===== src/rtl/matmul_sequencer.sv =====
// -----------------------------------------------------------------------------
// matmul_sequencer
//
// Walks the i/j/k product loop of an NxN unsigned matrix multiply (N up to
// MAX_N). It issues one A/B operand read per cycle, accumulates the products
// of each dot product and writes every finished C element to the result RAM
// in row-major order.
//
// Pipeline (start sampled in cycle 0):
//   issue   : cycles 1..N^3, rd_en with a_addr=i*N+k, b_addr=k*N+j
//   stage 1 : one cycle later the RAM data is valid; acc restarts on k=0
//   stage 2 : the accumulate with k=N-1 is written out as c_we/c_addr/c_wdata
//   DRAIN   : two cycles so the final write leaves the pipe
//   FINISH  : one-cycle done pulse
//
// Ports:
//   clk      in   clock
//   rst      in   synchronous, active-high reset (dominates every input)
//   start    in   single-cycle request to begin a multiply
//   size     in   matrix dimension N, sampled only in an accepted start cycle
//   rd_en    out  read strobe to A and B RAMs
//   a_addr   out  A read address, i*N+k
//   b_addr   out  B read address, k*N+j
//   a_data   in   A read data, valid one cycle after rd_en
//   b_data   in   B read data, valid one cycle after rd_en
//   c_we     out  result RAM write strobe
//   c_addr   out  result address, i*N+j
//   c_wdata  out  result element
//   busy     out  multiply in progress
//   done     out  one-cycle completion pulse
//   err      out  one-cycle pulse, illegal size seen on start
// -----------------------------------------------------------------------------
module matmul_sequencer #(
    parameter int MAX_N  = 8,
    parameter int DATA_W = 8,
    parameter int ACC_W  = 20,
    parameter int ADDR_W = 6
) (
    input  logic              clk,
    input  logic              rst,
    input  logic              start,
    input  logic [3:0]        size,
    output logic              rd_en,
    output logic [ADDR_W-1:0] a_addr,
    output logic [ADDR_W-1:0] b_addr,
    input  logic [DATA_W-1:0] a_data,
    input  logic [DATA_W-1:0] b_data,
    output logic              c_we,
    output logic [ADDR_W-1:0] c_addr,
    output logic [ACC_W-1:0]  c_wdata,
    output logic              busy,
    output logic              done,
    output logic              err
);

    localparam int SIZE_W = 4;
    localparam int IDX_W  = (MAX_N > 1) ? $clog2(MAX_N) : 1;
    localparam int PROD_W = 2 * DATA_W;

    typedef enum logic [1:0] {
        IDLE   = 2'd0,
        RUN    = 2'd1,
        DRAIN  = 2'd2,
        FINISH = 2'd3
    } state_t;

    // Control state
    state_t              state_q, state_d;
    logic [SIZE_W-1:0]   n_q, n_d;
    logic [IDX_W-1:0]    i_q, i_d;
    logic [IDX_W-1:0]    j_q, j_d;
    logic [IDX_W-1:0]    k_q, k_d;
    logic                drain_cnt_q, drain_cnt_d;

    // Issue stage outputs
    logic                rd_en_q, rd_en_d;
    logic [ADDR_W-1:0]   a_addr_q, a_addr_d;
    logic [ADDR_W-1:0]   b_addr_q, b_addr_d;

    // Stage 1 tags travelling alongside the RAM read
    logic                v1_q, v1_d;
    logic                first_k1_q, first_k1_d;
    logic                last_k1_q, last_k1_d;
    logic [ADDR_W-1:0]   c1_q, c1_d;

    // Accumulator and stage 2 outputs
    logic [ACC_W-1:0]    acc_q, acc_d;
    logic                c_we_q, c_we_d;
    logic [ADDR_W-1:0]   c_addr_q, c_addr_d;
    logic [ACC_W-1:0]    c_wdata_q, c_wdata_d;

    // Status outputs
    logic                busy_q, busy_d;
    logic                done_q, done_d;
    logic                err_q, err_d;

    // Helper combinational signals
    logic [IDX_W-1:0]    last_idx_s;
    logic                size_ok_s;
    logic [PROD_W-1:0]   product_s;
    logic [ACC_W-1:0]    product_ext_s;

    // Decode the last legal index value and whether the offered size is legal
    always_comb begin
        last_idx_s = IDX_W'(n_q - 4'd1);
        size_ok_s  = (size != 4'd0) && (32'(size) <= 32'(MAX_N));
    end

    // Loop FSM: next state, latched N, i/j/k counters and the err pulse
    always_comb begin
        state_d     = state_q;
        n_d         = n_q;
        i_d         = i_q;
        j_d         = j_q;
        k_d         = k_q;
        drain_cnt_d = drain_cnt_q;
        err_d       = 1'b0;
        case (state_q)
            IDLE: begin
                if (start) begin
                    if (size_ok_s) begin
                        state_d = RUN;
                        n_d     = size;
                        i_d     = '0;
                        j_d     = '0;
                        k_d     = '0;
                    end else begin
                        err_d = 1'b1;
                    end
                end else begin
                    state_d = IDLE;
                end
            end
            RUN: begin
                // k runs fastest, then j, then i; the issue of (N-1,N-1,N-1) ends RUN
                if (k_q != last_idx_s) begin
                    k_d = k_q + IDX_W'(1);
                end else begin
                    k_d = '0;
                    if (j_q != last_idx_s) begin
                        j_d = j_q + IDX_W'(1);
                    end else begin
                        j_d = '0;
                        if (i_q != last_idx_s) begin
                            i_d = i_q + IDX_W'(1);
                        end else begin
                            i_d         = '0;
                            state_d     = DRAIN;
                            drain_cnt_d = 1'b0;
                        end
                    end
                end
            end
            DRAIN: begin
                // two cycles: lets the last product reach the write stage
                if (drain_cnt_q) begin
                    state_d = FINISH;
                end else begin
                    drain_cnt_d = 1'b1;
                end
            end
            FINISH: begin
                state_d = IDLE;
            end
            default: begin
                state_d = IDLE;
            end
        endcase
    end

    // Issue stage: the read strobe and addresses for the index that will be live next cycle
    always_comb begin
        rd_en_d  = (state_d == RUN);
        a_addr_d = a_addr_q;
        b_addr_d = b_addr_q;
        if (rd_en_d) begin
            a_addr_d = ADDR_W'(i_d) * ADDR_W'(n_d) + ADDR_W'(k_d);
            b_addr_d = ADDR_W'(k_d) * ADDR_W'(n_d) + ADDR_W'(j_d);
        end else begin
            a_addr_d = a_addr_q;
            b_addr_d = b_addr_q;
        end
        busy_d = (state_d != IDLE);
        done_d = (state_d == FINISH);
    end

    // Stage 1 tags: remember which k and which C element the outstanding read belongs to
    always_comb begin
        v1_d       = rd_en_q;
        first_k1_d = (k_q == '0);
        last_k1_d  = (k_q == last_idx_s);
        c1_d       = ADDR_W'(i_q) * ADDR_W'(n_q) + ADDR_W'(j_q);
    end

    // Multiply-accumulate and result write; ACC_W is wide enough that no saturation is needed
    always_comb begin
        product_s     = {{DATA_W{1'b0}}, a_data} * {{DATA_W{1'b0}}, b_data};
        product_ext_s = {{(ACC_W - PROD_W){1'b0}}, product_s};
        acc_d         = acc_q;
        c_we_d        = 1'b0;
        c_addr_d      = c_addr_q;
        c_wdata_d     = c_wdata_q;
        if (v1_q) begin
            if (first_k1_q) begin
                acc_d = product_ext_s;
            end else begin
                acc_d = acc_q + product_ext_s;
            end
            if (last_k1_q) begin
                c_we_d    = 1'b1;
                c_addr_d  = c1_q;
                c_wdata_d = acc_d;
            end else begin
                c_we_d = 1'b0;
            end
        end else begin
            acc_d  = acc_q;
            c_we_d = 1'b0;
        end
    end

    // Control state registers
    always_ff @(posedge clk) begin
        if (rst) begin
            state_q     <= IDLE;
            n_q         <= '0;
            i_q         <= '0;
            j_q         <= '0;
            k_q         <= '0;
            drain_cnt_q <= 1'b0;
        end else begin
            state_q     <= state_d;
            n_q         <= n_d;
            i_q         <= i_d;
            j_q         <= j_d;
            k_q         <= k_d;
            drain_cnt_q <= drain_cnt_d;
        end
    end

    // Issue and status output registers
    always_ff @(posedge clk) begin
        if (rst) begin
            rd_en_q  <= 1'b0;
            a_addr_q <= '0;
            b_addr_q <= '0;
            busy_q   <= 1'b0;
            done_q   <= 1'b0;
            err_q    <= 1'b0;
        end else begin
            rd_en_q  <= rd_en_d;
            a_addr_q <= a_addr_d;
            b_addr_q <= b_addr_d;
            busy_q   <= busy_d;
            done_q   <= done_d;
            err_q    <= err_d;
        end
    end

    // Datapath pipeline registers; clearing v1 on reset kills any write still in flight
    always_ff @(posedge clk) begin
        if (rst) begin
            v1_q       <= 1'b0;
            first_k1_q <= 1'b0;
            last_k1_q  <= 1'b0;
            c1_q       <= '0;
            acc_q      <= '0;
            c_we_q     <= 1'b0;
            c_addr_q   <= '0;
            c_wdata_q  <= '0;
        end else begin
            v1_q       <= v1_d;
            first_k1_q <= first_k1_d;
            last_k1_q  <= last_k1_d;
            c1_q       <= c1_d;
            acc_q      <= acc_d;
            c_we_q     <= c_we_d;
            c_addr_q   <= c_addr_d;
            c_wdata_q  <= c_wdata_d;
        end
    end

    assign rd_en   = rd_en_q;
    assign a_addr  = a_addr_q;
    assign b_addr  = b_addr_q;
    assign c_we    = c_we_q;
    assign c_addr  = c_addr_q;
    assign c_wdata = c_wdata_q;
    assign busy    = busy_q;
    assign done    = done_q;
    assign err     = err_q;

endmodule


===== config.mk =====
export PLATFORM = sky130hd
export DESIGN_NAME = matmul_sequencer
export DESIGN_NICKNAME = d
export VERILOG_FILES = /design/src/rtl/matmul_sequencer.sv
export SDC_FILE = /design/constraint.sdc
export NUM_CORES = 1
export LEC_CHECK = 0
export BUFFER_PORTS_ARGS = -buffer_cell sky130_fd_sc_hd__buf_2
export CAP_MARGIN = 10
export CELL_PAD_IN_SITES_DETAIL_PLACEMENT = 1
export CELL_PAD_IN_SITES_GLOBAL_PLACEMENT = 1
export CORE_MARGIN = 2
export CORE_UTILIZATION = 47
export DETAILED_ROUTE_END_ITERATION = 16
export PLACE_DENSITY = 0.93
export SLEW_MARGIN = 5
export SYNTH_ARGS = -nofsm -noshare
export SYNTH_HDL_FRONTEND = slang
export SYNTH_SLANG_ARGS = --single-unit
export TNS_END_PERCENT = 20

===== constraint.sdc =====
create_clock -name clk -period 7.8 [get_ports clk]
set_input_delay 0.39 -clock clk [delete_from_list [all_inputs] [get_ports clk]]
set_output_delay 0.39 -clock clk [all_outputs]
set_load 0.02 [all_outputs]

== Word level (Yosys, flattened, before mapping) ==
Cells that the tools add are included.

* $add $sub $neg: 8
* Multiply operators: 4
* Order comparisons: 1
* Eq/ne operators: 12
* Mux-type cells: 32
* Bitwise operators: 3
* Reduce and logical (&&, ||, !) cells: 10

{| class="wikitable"
|+ Operators with widths
! cell !! count
|-
| 3-bit 2-to-1 mux || 12
|-
| 20-bit by 16-bit adder with 20-bit output || 1
|-
| 20-bit 2-to-1 mux || 1
|-
| 6-bit by 3-bit adder with 6-bit output || 3
|-
| 3-bit by 4-bit multiplier with 6-bit output || 3
|-
| 3-bit one-hot mux with 2 select lines || 3
|-
| 8-bit by 8-bit multiplier with 16-bit output || 1
|-
| 2-bit 2-to-1 mux || 6
|-
| 4-bit 2-to-1 mux || 3
|-
| 3-bit by 1-bit adder with 3-bit output (second input constant) || 3
|-
| 3-bit != test || 3
|-
| 2-bit one-hot mux with 4 select lines || 1
|-
| 2-bit == test (second input constant) || 3
|-
| 2-bit != test (second input constant) || 3
|-
| 1-bit 2-to-1 mux || 5
|-
| 2-bit by 1-bit == test with 1-bit output (second input constant) || 2
|-
| 4-bit less-or-equal comparator (second input constant) || 1
|-
| 4-bit AND reduction || 1
|-
| 2-bit nonzero test || 2
|-
| 4-bit nonzero test || 1
|-
| 3-bit == test || 1
|-
| 3-bit zero test || 1
|-
| 1-bit inverter || 3
|-
| 3-bit OR reduction || 1
|-
| 6 further kinds || 6
|}

* Bits in registers: 88
* Input bits: 23
* Output and inout port bits: 43
* Word-level logic and storage cells: 90

== Longest topological paths before layout ==
* Depth in word-level cells: 8
* Gate-level depth with buffers: 22
* Depth with buffers taken out: 22

== Worst setup path before layout ==
No wires, ideal clock.

* Kind: input-to-reg
* Start point: in a_data[2]
* End point: reg c_wdata_q[17], in the netlist c_wdata[17]
* Setup time: 0.117 ns
* Arrival time: 5.616 ns
* Path slack: 2.067 ns
* Stages: 19
* Path buffers: 0
* Path through: and2_1 fa_1 fa_1 fa_1 inv_1 fa_1 inv_1 ha_1 a21oi_1 o21ai_0 a2111oi_0 nor3_1 or2_2 ha_1 and4_1 a221o_1 a221oi_2 mux2i_1 nand2_1

* Cells in the longest elaborated chain, start to end: 3

{| class="wikitable"
|+ Ends and longest elaborated chain
! what !! line !! text
|-
| start, declared || 46 || <nowiki>input logic [DATA_W-1:0] a_data,</nowiki>
|-
| 8-bit by 8-bit multiplier with 16-bit output || 197 || <nowiki>product_s = {{DATA_W{1'b0}}, a_data} * {{DATA_W{1'b0}}, b_data};</nowiki>
|-
| 20-bit by 16-bit adder with 20-bit output || 207 || <nowiki>acc_d = acc_q + product_ext_s;</nowiki>
|-
| 20-bit 2-to-1 mux || 204 || <nowiki>if (first_k1_q) begin</nowiki>
|-
| end signal, assigned || 279 || <nowiki>c_wdata_q <= c_wdata_d;</nowiki>
|-
| end, declared || 90 || <nowiki>logic [ACC_W-1:0] c_wdata_q, c_wdata_d;</nowiki>
|}

No other way between the ends.
A chain may end at the register's enable or synchronous reset.

== Worst setup path after layout ==
* Start point: in a_data[2]
* End point: reg acc_q[19]

* Cells in the longest elaborated chain, start to end: 3

{| class="wikitable"
|+ Ends and longest elaborated chain
! what !! line !! text
|-
| 8-bit by 8-bit multiplier with 16-bit output || 197 ||
|-
| 20-bit by 16-bit adder with 20-bit output || 207 ||
|-
| 20-bit 2-to-1 mux || 204 ||
|-
| end signal, assigned || 267 || <nowiki>acc_q <= '0;</nowiki>
|-
| end signal, assigned || 276 || <nowiki>acc_q <= acc_d;</nowiki>
|-
| end, declared || 87 || <nowiki>logic [ACC_W-1:0] acc_q, acc_d;</nowiki>
|}

No other way between the ends.

==> summary by stage <==
Status
The run finished with clean final reports.

Global routing
In the global route stage, overall resource usage came out at 0.2594. The wire length of the first global-routing pass is 36850 um. The initial antenna violation count came to 0. The via count of the first global-routing pass is 7392. The overall overflow remaining after global route is 0. Entering global routing, the biggest net connects 96 pins.

STA
The highest attainable clock frequency is 156.3 MHz. Setup total negative slack on the finished layout was measured at 0 ns. The number of pins with negative max-slew slack in the final report is 0.

The worst path in the final design needs a cycle of 6.397 ns, including I/O delays and setup. In the finished design, the share of the clock period the worst path needs comes to 0.8201. The actual slew at the worst max-slew pin is 1.024 ns.

Setup repair after global routing left no endpoint under its margin. The number of setup violations in the final report is 0. The clock skew is 0.01090 ns. The number of failing hold endpoints at the final stage is 0. The minimum hold slack is 0.4374 ns. Measured against its own limit, the worst slew margin works out to 0.3172.

Critical path
The maximum net fanout on the critical path is 8. Data on the critical path arrives at its endpoint at 6.68 ns. At the worst endpoint, the required time is 8.08 ns. The launching point of the worst reg2reg path is n_q[0]$_SDFF_PP0_. Tracing the worst setup path back leads to its startpoint at a_data[2]. The capturing element type of the critical path is a register. The category of the critical setup timing path is input port to register. The worst setup path is launched from an input port.

Clocking
After clock tree synthesis, the setup repair step added 0 buffers. The deepest level of the CTS H-tree is 3. Clock tree synthesis selected as its root buffer the cell sky130_fd_sc_hd__clkbuf_16.

At the later pin of the worst-skew pair, clock insertion delay measures around 0.36 ns. The deepest clock path buffer count is 2. The post-cts hold buffer count is 0. The clock tree from TritonCTS is done.

The number of instances resized during post-cts repair is 0. The clock drives 88 sinks. The number of buffers created by CTS is 9. The clock slew seen by the registers of the worst setup and hold paths is 0.07 ns.

Route
The routed wire length is 22460 um. The final route contains 6854 vias. In the routed layout, each cell is associated on average with a via count of 5.745.

The starting DRC count in detailed routing is 320. For this run, the detailed router's first-pass iteration total came to 4. The remaining antenna violation count after routing is 0. The count of unresolved DRC violations after routing is 0.

After detailed routing, the average wire length per cell comes to 18.83 um.

Die
The die width is 133.1 um. The core footprint is about 16000 sq um. The number of placed I/O pins is 66. For this configuration, the core starts out at a cell density of 0.4760.

The die footprint is 17720 sq um. The site row count is 47. The die height is 133.1 um.

Layout
The layout cell share with drive strength beyond 1 is 0.1069. Relative to the synthesized area, the layout overhead comes to 11.13%. In the final layout, flip-flops and latches occupy 1762 sq um.

Summing all multi-input logic gate instances after layout gives 5630 sq um. The final-stage net count is 1130. The number of inserted diodes is 0. After filler insertion, the fill cell instance count of the layout stands at 1984.

Synth
Synthesis instantiated 66 different standard cells from the library. The number of nets handed over by synthesis was between 1000 and 1500. In this run the cell area of the synthesized design comes to 7838 sq um. By area the synthesized netlist is led by sky130_fd_sc_hd__dfxtp_1 22%, sky130_fd_sc_hd__ha_1 14%, sky130_fd_sc_hd__fa_1 13%. The dominant cell by count in the synthesized netlist is sky130_fd_sc_hd__nand2_1. The proportion of netlist area held by the largest area contributor is 0.2248.

The cell taking the most area after synthesis is sky130_fd_sc_hd__dfxtp_1. The number of synthesized flops with an enable pin is 0. The average instance area after synthesis is 8.519 sq um. The yosys synthesis warning count is 0. The share of async-settable or async-resettable flops after synthesis is 0.

The number of instances in the synthesized netlist is 920. Among all flip-flop cells after synthesis, the most frequent one is sky130_fd_sc_hd__dfxtp_1. The sequential area share after synthesis is 0.2248. The commonest cells after synthesis are 92 x sky130_fd_sc_hd__nand2_1, 90 x sky130_fd_sc_hd__ha_1, 88 x sky130_fd_sc_hd__dfxtp_1, 83 x sky130_fd_sc_hd__inv_1, 81 x sky130_fd_sc_hd__nor2_1. The number of synthesized register bits is 88.

Placed design
Routability-driven placement finished with a final weighted congestion of 0.8665. The count of port buffers added during placement is 65. The half-perimeter wire length of the detailed placement result is about 18000 um.

Worst hold path
The startpoint of the most critical hold path is size[1]. The class of the worst hold path is input port to register.

Job
Max-cap violations in this run came to 0.

Power and ir drop
The analysis attributes to cell leakage a power of 4.218 nW. Power spread over the standard cell area amounts to 252.7 nW/um^2. The worst supply voltage drop on vdd is between 0.00015 and 0.0002 V.
## worst max-delay path: stages
cell                        delay, ns
sky130_fd_sc_hd__buf_2           0.15
sky130_fd_sc_hd__and2_1          0.20
sky130_fd_sc_hd__fa_1            0.54
sky130_fd_sc_hd__fa_1            0.56
sky130_fd_sc_hd__fa_1            0.57
sky130_fd_sc_hd__inv_1           0.06
sky130_fd_sc_hd__fa_1            0.54
sky130_fd_sc_hd__inv_1           0.05
sky130_fd_sc_hd__ha_1            0.38
sky130_fd_sc_hd__a21oi_1         0.24
sky130_fd_sc_hd__o21ai_0         0.18
sky130_fd_sc_hd__a2111oi_0       0.54
sky130_fd_sc_hd__nor3_1          0.16
sky130_fd_sc_hd__or2_2           0.31
sky130_fd_sc_hd__ha_1            0.37
sky130_fd_sc_hd__and4_1          0.21
sky130_fd_sc_hd__a221o_1         0.33
sky130_fd_sc_hd__a221oi_2        0.51
sky130_fd_sc_hd__o211ai_1        0.18
sky130_fd_sc_hd__a31oi_1         0.18
## layout by cell type, fill, tap and decap left out, types with 5 or more instances in the layout
cell	synthesis	final
sky130_fd_sc_hd__dfxtp_1	88	88
sky130_fd_sc_hd__o21ai_0	25	25
sky130_fd_sc_hd__mux2i_1	18	18
sky130_fd_sc_hd__or4_1	5	5
sky130_fd_sc_hd__buf_2	5	65
sky130_fd_sc_hd__fa_1	49	49
sky130_fd_sc_hd__a21oi_1	52	52
sky130_fd_sc_hd__a221oi_1	5	5
sky130_fd_sc_hd__xnor2_1	30	30
sky130_fd_sc_hd__and3_1	5	5
sky130_fd_sc_hd__nor3b_1	9	9
sky130_fd_sc_hd__o31ai_1	5	5
sky130_fd_sc_hd__nand3_1	7	7
sky130_fd_sc_hd__a311oi_1	8	8
sky130_fd_sc_hd__and2_1	65	65
sky130_fd_sc_hd__o21bai_1	5	5
sky130_fd_sc_hd__nand2b_1	14	14
sky130_fd_sc_hd__nand2_1	92	92
sky130_fd_sc_hd__or3_1	6	6
sky130_fd_sc_hd__xor2_1	10	10
sky130_fd_sc_hd__nor2_1	81	81
sky130_fd_sc_hd__o211ai_1	8	8
sky130_fd_sc_hd__nor3_1	11	11
sky130_fd_sc_hd__inv_1	83	83
sky130_fd_sc_hd__clkbuf_16	0	9
sky130_fd_sc_hd__nor2b_1	13	13
sky130_fd_sc_hd__ha_1	90	90
sky130_fd_sc_hd__a21o_1	18	18
sky130_fd_sc_hd__a211oi_1	19	19
sky130_fd_sc_hd__a31oi_1	7	7
## worst paths after layout
| path | cells after the start | endpoint | slack [ns] |
|---|---|---|---|
| setup / recovery | 20 | acc_q[19]$_SDFFE_PP0P_ | 1.40 |
| hold reg to reg | 2 | c_addr[3]$_SDFFE_PP0P_ | 0.44 |
| hold / removal | 3 | n_q[1]$_SDFF_PP0_ | 0.44 |
| setup reg to reg | 18 | a_addr[5]$_SDFFE_PP0P_ | 2.09 |
## state kept, by name, indices dropped and copies added, names as in the netlist, 2 cells and up
register and cells:
b_addr 6, n_q 4, c1_q 6, i_q 3, a_addr 6, acc_q 20
k_q 3, state_q 2, j_q 3, c_wdata 20, c_addr 6
## kinds of logic after synthesis
logic type | after synthesis | synth area share
buffers and inverters | 116 | 0.05683
DFF | 88 | 0.2248
and+or+nand+nor | 328 | 0.2104
adders and majority gates | 139 | 0.2688
xor gates and xnor gates | 41 | 0.04757
AOI/OAI and AO/OA | 187 | 0.1643
muxes | 21 | 0.02730
## layer usage
| layer | vias up | wire length (um) | part of all wire | global-route usage |
|---|---|---|---|---|
| li1 | 3247 | - | - | - |
| met1 | 3396 | 9092 | 0.40 | 0.2964 |
| met5 | - | 0 | 0 | 0 |
| met3 | 58 | 883 | 0.039 | 0.04909 |
| met2 | 153 | 11800 | 0.53 | 0.4807 |
| met4 | 0 | 686 | 0.031 | 0.09515 |
## where the power goes
part           internal (mW)  switching (mW)  leakage [nW]  total, mW
Combinational          0.431           0.743          3.32       1.17
Sequential             0.461          0.0106         0.712      0.472
Clock                  0.349           0.207         0.181      0.556
## per-stage QoR
stage,setup WS (ns),util,area [sq um],power [mW],instances
finish,1.403,0.5290,8710,2.201,1193
CTS,1.490,0.5290,8710,2.194,1193
detailed placement,1.099,0.5064,8338,1.627,1177
global route,1.040,0.5290,8710,2.335,1193
global placement,1.544,0.5064,8338,1.539,1177
floorplan,2.067,-,7838,1.322,920
## cell type report
| class | count | share of cell area |
|---|---|---|
| Tap cell | 220 | 0.03160 |
| Sequential cell | 88 | 0.2023 |
| Clock buffer | 9 | 0.02586 |
| Timing Repair Buffer | 69 | 0.04080 |
| Inverter | 84 | 0.03620 |
| Multi-Input combinational cell | 716 | 0.6465 |
| Clock inverter | 7 | 0.01681 |
Note: power is estimated with default switching activity, not from simulation.
